**src/rtl/spi_master_arbiter.sv**
```systemverilog
// spi_master_arbiter: two-requester round-robin sequencer in front of the SPI_Master engine.
// Define SPI_ARB_TIMEOUT_EN to bound the BUSY wait by TIMEOUT_CYCLES.
module spi_master_arbiter #(
  parameter int unsigned WR_HOLD        = 3,
  parameter int unsigned CS_SETUP       = 2,
  parameter int unsigned CS_HOLD        = 2,
  parameter int unsigned TIMEOUT_CYCLES = 65535
) (
  input  logic        i_Clk,
  input  logic        i_Rst,
  input  logic        i_req0,
  input  logic        i_req1,
  input  logic [1:0]  i_mode0,
  input  logic [1:0]  i_mode1,
  input  logic [15:0] i_ticks0,
  input  logic [15:0] i_ticks1,
  input  logic [3:0]  i_len0,
  input  logic [3:0]  i_len1,
  input  logic [15:0] i_data0,
  input  logic [15:0] i_data1,
  output logic [1:0]  o_gnt,
  output logic [1:0]  o_done,
  output logic        o_err,
  output logic [15:0] o_rdata,
  output logic [1:0]  o_CS_n,
  output logic        o_wr_cr,
  output logic        o_wr_data,
  output logic [1:0]  o_spi_mode,
  output logic [15:0] o_ticks_per_half_bit,
  output logic [3:0]  o_TX_data_length,
  output logic [3:0]  o_RX_data_length,
  output logic [15:0] o_TX_Data,
  output logic        o_TX_DV,
  input  logic        i_TX_Ready,
  input  logic        i_RX_DV,
  input  logic [15:0] i_RX_Data
);

`ifdef SPI_ARB_TIMEOUT_EN
  localparam bit TimeoutEn = 1'b1;
`else
  localparam bit TimeoutEn = 1'b0;
`endif

  localparam logic [15:0] WrLast     = 16'(WR_HOLD - 1);
  localparam logic [15:0] SettleLast = 16'(WR_HOLD);
  localparam logic [15:0] SuLast     = 16'(CS_SETUP - 1);
  localparam logic [15:0] HdLast     = 16'(CS_HOLD - 1);
  localparam logic [15:0] ToLast     = 16'(TIMEOUT_CYCLES - 1);

  typedef enum logic [2:0] {
    IDLE, CFG, SETTLE, CSSU, START, BUSY, CSHD, DONE
  } state_e;

  state_e      state_q, state_d;
  logic [15:0] cnt_q, cnt_d;
  logic [1:0]  gnt_q, gnt_d;
  logic        last_q, last_d;   // index of the requester granted most recently
  logic        err_q, err_d;
  logic [1:0]  mode_q, mode_d;
  logic [15:0] ticks_q, ticks_d;
  logic [3:0]  len_q, len_d;
  logic [15:0] data_q, data_d;
  logic [15:0] rdata_q, rdata_d;
  logic        pick1;

  // On contention req1 wins only if req0 was served last.
  assign pick1 = i_req1 & (~i_req0 | ~last_q);

  // NOTE: every _d gets its hold value first so no path through the case infers a latch.
  always_comb begin
    state_d = state_q;
    cnt_d   = cnt_q;
    gnt_d   = gnt_q;
    last_d  = last_q;
    err_d   = err_q;
    mode_d  = mode_q;
    ticks_d = ticks_q;
    len_d   = len_q;
    data_d  = data_q;
    rdata_d = rdata_q;
    unique case (state_q)
      IDLE: begin
        if (i_req0 | i_req1) begin
          gnt_d   = pick1 ? 2'b10 : 2'b01;
          mode_d  = pick1 ? i_mode1  : i_mode0;
          ticks_d = pick1 ? i_ticks1 : i_ticks0;
          len_d   = pick1 ? i_len1   : i_len0;
          data_d  = pick1 ? i_data1  : i_data0;
          err_d   = 1'b0;
          cnt_d   = '0;
          state_d = CFG;
        end
      end
      CFG: begin
        if (cnt_q == WrLast) begin
          cnt_d   = '0;
          state_d = SETTLE;
        end else cnt_d = cnt_q + 16'd1;
      end
      SETTLE: begin
        // Low gap lets the master's two-flop edge detector rearm before the next strobe.
        if (cnt_q == SettleLast) begin
          cnt_d   = '0;
          state_d = CSSU;
        end else cnt_d = cnt_q + 16'd1;
      end
      CSSU: begin
        if (cnt_q >= SuLast) begin
          if (i_TX_Ready) begin
            cnt_d   = '0;
            state_d = START;
          end
        end else cnt_d = cnt_q + 16'd1;
      end
      START: begin
        cnt_d   = '0;
        state_d = BUSY;
      end
      BUSY: begin
        if (i_RX_DV) begin
          rdata_d = i_RX_Data;
          cnt_d   = '0;
          state_d = CSHD;
        end else if (TimeoutEn && cnt_q == ToLast) begin
          rdata_d = 16'hFFFF;
          err_d   = 1'b1;
          cnt_d   = '0;
          state_d = CSHD;
        end else cnt_d = cnt_q + 16'd1;
      end
      CSHD: begin
        if (cnt_q == HdLast) begin
          cnt_d   = '0;
          state_d = DONE;
        end else cnt_d = cnt_q + 16'd1;
      end
      DONE: begin
        last_d  = gnt_q[1];
        gnt_d   = 2'b00;
        state_d = IDLE;
      end
      default: state_d = IDLE;
    endcase
  end

  // NOTE: state registers use non-blocking assignments so all flops update from pre-edge values.
  always_ff @(posedge i_Clk or posedge i_Rst) begin
    if (i_Rst) begin
      state_q <= IDLE;
      cnt_q   <= '0;
      gnt_q   <= '0;
      last_q  <= 1'b1;
      err_q   <= 1'b0;
      mode_q  <= '0;
      ticks_q <= '0;
      len_q   <= '0;
      data_q  <= '0;
      rdata_q <= '0;
    end else begin
      state_q <= state_d;
      cnt_q   <= cnt_d;
      gnt_q   <= gnt_d;
      last_q  <= last_d;
      err_q   <= err_d;
      mode_q  <= mode_d;
      ticks_q <= ticks_d;
      len_q   <= len_d;
      data_q  <= data_d;
      rdata_q <= rdata_d;
    end
  end

  assign o_gnt                = gnt_q;
  assign o_done               = (state_q == DONE) ? gnt_q : 2'b00;
  assign o_err                = (state_q == DONE) & err_q;
  assign o_rdata              = rdata_q;
  assign o_CS_n               = (state_q inside {CSSU, START, BUSY, CSHD}) ? ~gnt_q : 2'b11;
  assign o_wr_cr              = (state_q == CFG);
  assign o_wr_data            = (state_q == CFG);
  assign o_TX_DV              = (state_q == START);
  assign o_spi_mode           = mode_q;
  assign o_ticks_per_half_bit = ticks_q;
  assign o_TX_data_length     = len_q;
  assign o_RX_data_length     = len_q;
  assign o_TX_Data            = data_q;

endmodule

```
**config.mk**
```make
export PLATFORM = sky130hd
export DESIGN_NAME = spi_master_arbiter
export DESIGN_NICKNAME = d
export VERILOG_FILES = /design/src/rtl/spi_master_arbiter.sv
export SDC_FILE = /design/constraint.sdc
export NUM_CORES = 1
export LEC_CHECK = 0
export CELL_PAD_IN_SITES_DETAIL_PLACEMENT = 0
export CELL_PAD_IN_SITES_GLOBAL_PLACEMENT = 1
export CORE_ASPECT_RATIO = 0.7
export CORE_UTILIZATION = 35
export DETAILED_ROUTE_END_ITERATION = 10
export PLACE_DENSITY_LB_ADDON = 0.1
export RECOVER_POWER = 100
export SETUP_SLACK_MARGIN = 0.1
export SLEW_MARGIN = 20
export SYNTH_ARGS = -nofsm -noshare
export SYNTH_HDL_FRONTEND = slang
export SYNTH_SLANG_ARGS = --single-unit
```
**constraint.sdc**
```tcl
create_clock -name i_Clk -period 3.7 [get_ports i_Clk]
set_input_delay 0.74 -clock i_Clk [delete_from_list [all_inputs] [get_ports i_Clk]]
set_output_delay 0.74 -clock i_Clk [all_outputs]
set_load 0.05 [all_outputs]
```
==> summary.txt <==
Global route
  – Vias in the first global route: 3465
  – GRT Total Usage: 0.1938
  – Grt ovf: 0
  – Antenna violations before repair: 1
  – First-pass GRT wire length: 17660 um
  – Largest net degree at the start of global routing: 77

Clocking
  – CTS tree: done
  – PostCTS Resize Cnt: 0
  – Post-CTS Setup Bufs: 0
  – Clk_lat worst skew: 340 ps
  – Cts hold-fix bufs: 0
  – CTS sink count: 76
  – Clk slew on worst S/H paths: 50 ps
  – H-tree depth: 3
  – CTS Buffer Depth: 2
  – CTS Buf Count: 9
  – Clk root buf: clkbuf_16

Yosys
  – Fraction of the yosys area taken by sequential cells: 0.4773
  – Ys flop type: dfrtp_1
  – Post-synth EDFFs: 0
  – Area of the mapped netlist: 0.003988 mm2
  – Yosys warns: 0
  – Post-synth cell types: 58
  – Syn avg cell area: 10.38 um2
  – Ys async rst share: 1.000
  – Gate Count Post-Synth: 384
  – #FFs+latches synth: 76
  – Syn_nets: 486

Floorplan
  – Starting Density: 0.3608
  – Rows: 32
  – Die Wd: 129.6 um
  – Die Y: 91.31 um
  – Core ar.: 0.01105 mm2
  – Ports: 166
  – Die area: 0.01183 mm2

STA
  – Final setup vio count: 0
  – Setup TNS: 0 ps
  – Worst Max-Slew Pin Slew: 1941 ps
  – Fin. Hold Viols: 0
  – Relative slew slack: -0.2941
  – Tmin final: 3300 ps
  – Worst clock skew: 7.844 ps
  – Fmax: 303.0 MHz
  – Fin. max-slew vios: 93
  – Unrepaired setup endpoints after global routing: no
  – Tcrit/Tclk final: 0.8919

Worst setup path
  – Worst-path fanout max: 36
  – Crit path kind: input pin to flop
  – Startpoint types: input pin
  – Crit path largest cell delay: 1020 ps
  – Critical-path cell list: clkdlybuf4s50_1 > a21boi_0 > clkbuf_2 > mux2i_1 > a21oi_1
  – Worst endpoint required time: 3870 ps
  – Top delay family on crit path: buffers and inverters
  – Slowest stage cell, crit path: clkbuf_2
  – Critical Path Sink Type: flop
  – WP buf/inv: 2
  – Arrival time at the worst endpoint: 3470 ps

Finish
  – Fin nets: 641
  – Share of cells above drive strength 1: 0.1011
  – Most common cell after layout, fill and taps aside: clkdlybuf4s50_1
  – Synth-to-Final Area Change: 49.20%
  – Post-route cell area: 0.005949 mm2
  – Commonest cells after routing, fill and taps aside: 95 x clkdlybuf4s50_1, 75 x dfrtp_1, 69 x dlygate4sd3_1

Power
  – P_int: 2638 uW
  – Psw: 2569 uW
  – Pwr per Cell Area: 875.3 mW/mm2
  – Lkg Pwr: 0.002514 uW
  – Sw Share: 0.4934
  – Clock power frac: 0.172
  – Combinational power share: 0.561
  – Reg power frac: 0.268
  – Worst VDD drop: 0.0004459 V

Drt
  – Vias: 3511
  – Iter 0 DRT Violations: 168
  – Detail Route Antenna Nets: 0
  – Total routed wirelength: 10800 um
  – Mean routed wirelength per cell: 15.47 um
  – Number of detailed-routing iterations run before antenna repair: 5
  – Via density: 5.030
  – # DRC: 0

Status
  – Status: complete, but fails checks
  – Failing checks: capacitance limit, slew limit

Placed design
  – Port Buf Inserts: 164
  – DP HPWL: 7741 um
  – Placed cell areas: 0.005736 mm2
  – GPL Wtd Cong: 0.7557

Worst hold path
  – Hold WC Path Type: flop to flop

Job
  – Max-cap violations: 2
## through the flow
stage	power [uW]	utilization	cells	setup slack, ps	hold slack (ps)
2_1_floorplan	3527	-	384	1023	493.8
3_3_place_gp	4477	0.5190	681	948.1	486.9
3_5_place_dp	4520	0.5190	681	900.3	492.5
4_1_cts	5450	0.5465	697	704.5	504.9
5_1_grt	5524	0.5384	698	269.3	520.7
6_report	5208	0.5384	698	400.2	496.1
## sequential cells by signal, summed over array words and instances, names as in the netlist
register              count
cnt_q                    16
last_q                    1
o_RX_data_length          4
o_TX_Data                16
o_gnt                     2
o_rdata                  16
o_spi_mode                2
o_ticks_per_half_bit     16
state_q                   3
## synthesized netlist by cell type (all sizes together) (2+ instances only)
cell / instances / share of area
o311ai: 4 / 0.0088
nor4: 4 / 0.019
buf: 18 / 0.029
and4: 4 / 0.0091
o32ai: 6 / 0.013
o211ai: 6 / 0.013
nand4: 3 / 0.0063
mux2: 17 / 0.048
nor2: 51 / 0.048
nand2b: 2 / 0.0031
o21ai: 5 / 0.0063
or2: 2 / 0.0031
a221oi: 2 / 0.0044
a31oi: 2 / 0.0069
nor3: 8 / 0.013
dfrtp: 75 / 0.47
and3: 5 / 0.0082
mux2i: 38 / 0.095
ha: 4 / 0.013
and2: 7 / 0.011
nand3: 8 / 0.010
o31ai: 4 / 0.0088
o221ai: 2 / 0.0044
a21oi: 43 / 0.054
nand2: 28 / 0.026
clkbuf: 8 / 0.015
or2b: 2 / 0.0041
inv: 10 / 0.0094
## power groups by stage
stage                     sequential [uW]  combinational [uW]  clock (uW)
after detailed placement             1420                3100           0
after global placement               1400                3070           0
after floorplan                      2410                1120           0
after global routing                 1450                3110         960
after CTS                            1420                3100         930
final                                1390                2920         894
## cell families (layout without fill, tap and decap cells)
kind of cell / after synthesis / after routing / share of synthesized area
buf+inv: 36 / 196 / 0.05303
simple gates: 130 / 130 / 0.1757
xor+xnor: 1 / 1 / 0.002197
mux: 55 / 55 / 0.1434
fa+ha+maj: 4 / 4 / 0.01255
other cells: 1 / 2 / 0.0009404
flops: 76 / 76 / 0.4773
compound gates: 81 / 81 / 0.1349
## path summary, 6_finish.rpt
check,cells after the start,startpoint,endpoint,slack [ps]
worst max-delay path,5,i_req1,o_ticks_per_half_bit[2],400
worst min-delay path,1,o_rdata[13],o_rdata[13],500
worst max register to register,5,cnt_q[2],cnt_q[3],570
worst min register to register,1,o_rdata[13],o_rdata[13],500
max in group asynchronous,3,i_Rst,o_rdata[4],1010
min in group asynchronous,3,i_Rst,o_rdata[9],1520
## per-layer routing
| metal | GRT usage | share of wire | vias to the layer above |
|---|---|---|---|
| met5 | 0 | 0 | - |
| met4 | 0.06589 | 0.018 | 0 |
| met3 | 0.07130 | 0.091 | 14 |
| met2 | 0.2959 | 0.46 | 132 |
| met1 | 0.2512 | 0.43 | 1683 |
| li1 | - | - | 1682 |
## final cells by class
| cell class | count | area [um2] |
|---|---|---|
| inverter | 10 | 37.54 |
| clock buffer | 12 | 256.5 |
| clock inverter | 4 | 47.55 |
| tap | 153 | 191.4 |
| sequential | 76 | 1903 |
| timing repair buffer | 170 | 1674 |
| fill | 1001 | 5101 |
| antenna | 1 | 2.502 |
| multi-input combinational | 272 | 1837 |
Power figures use the tool's default switching activity.
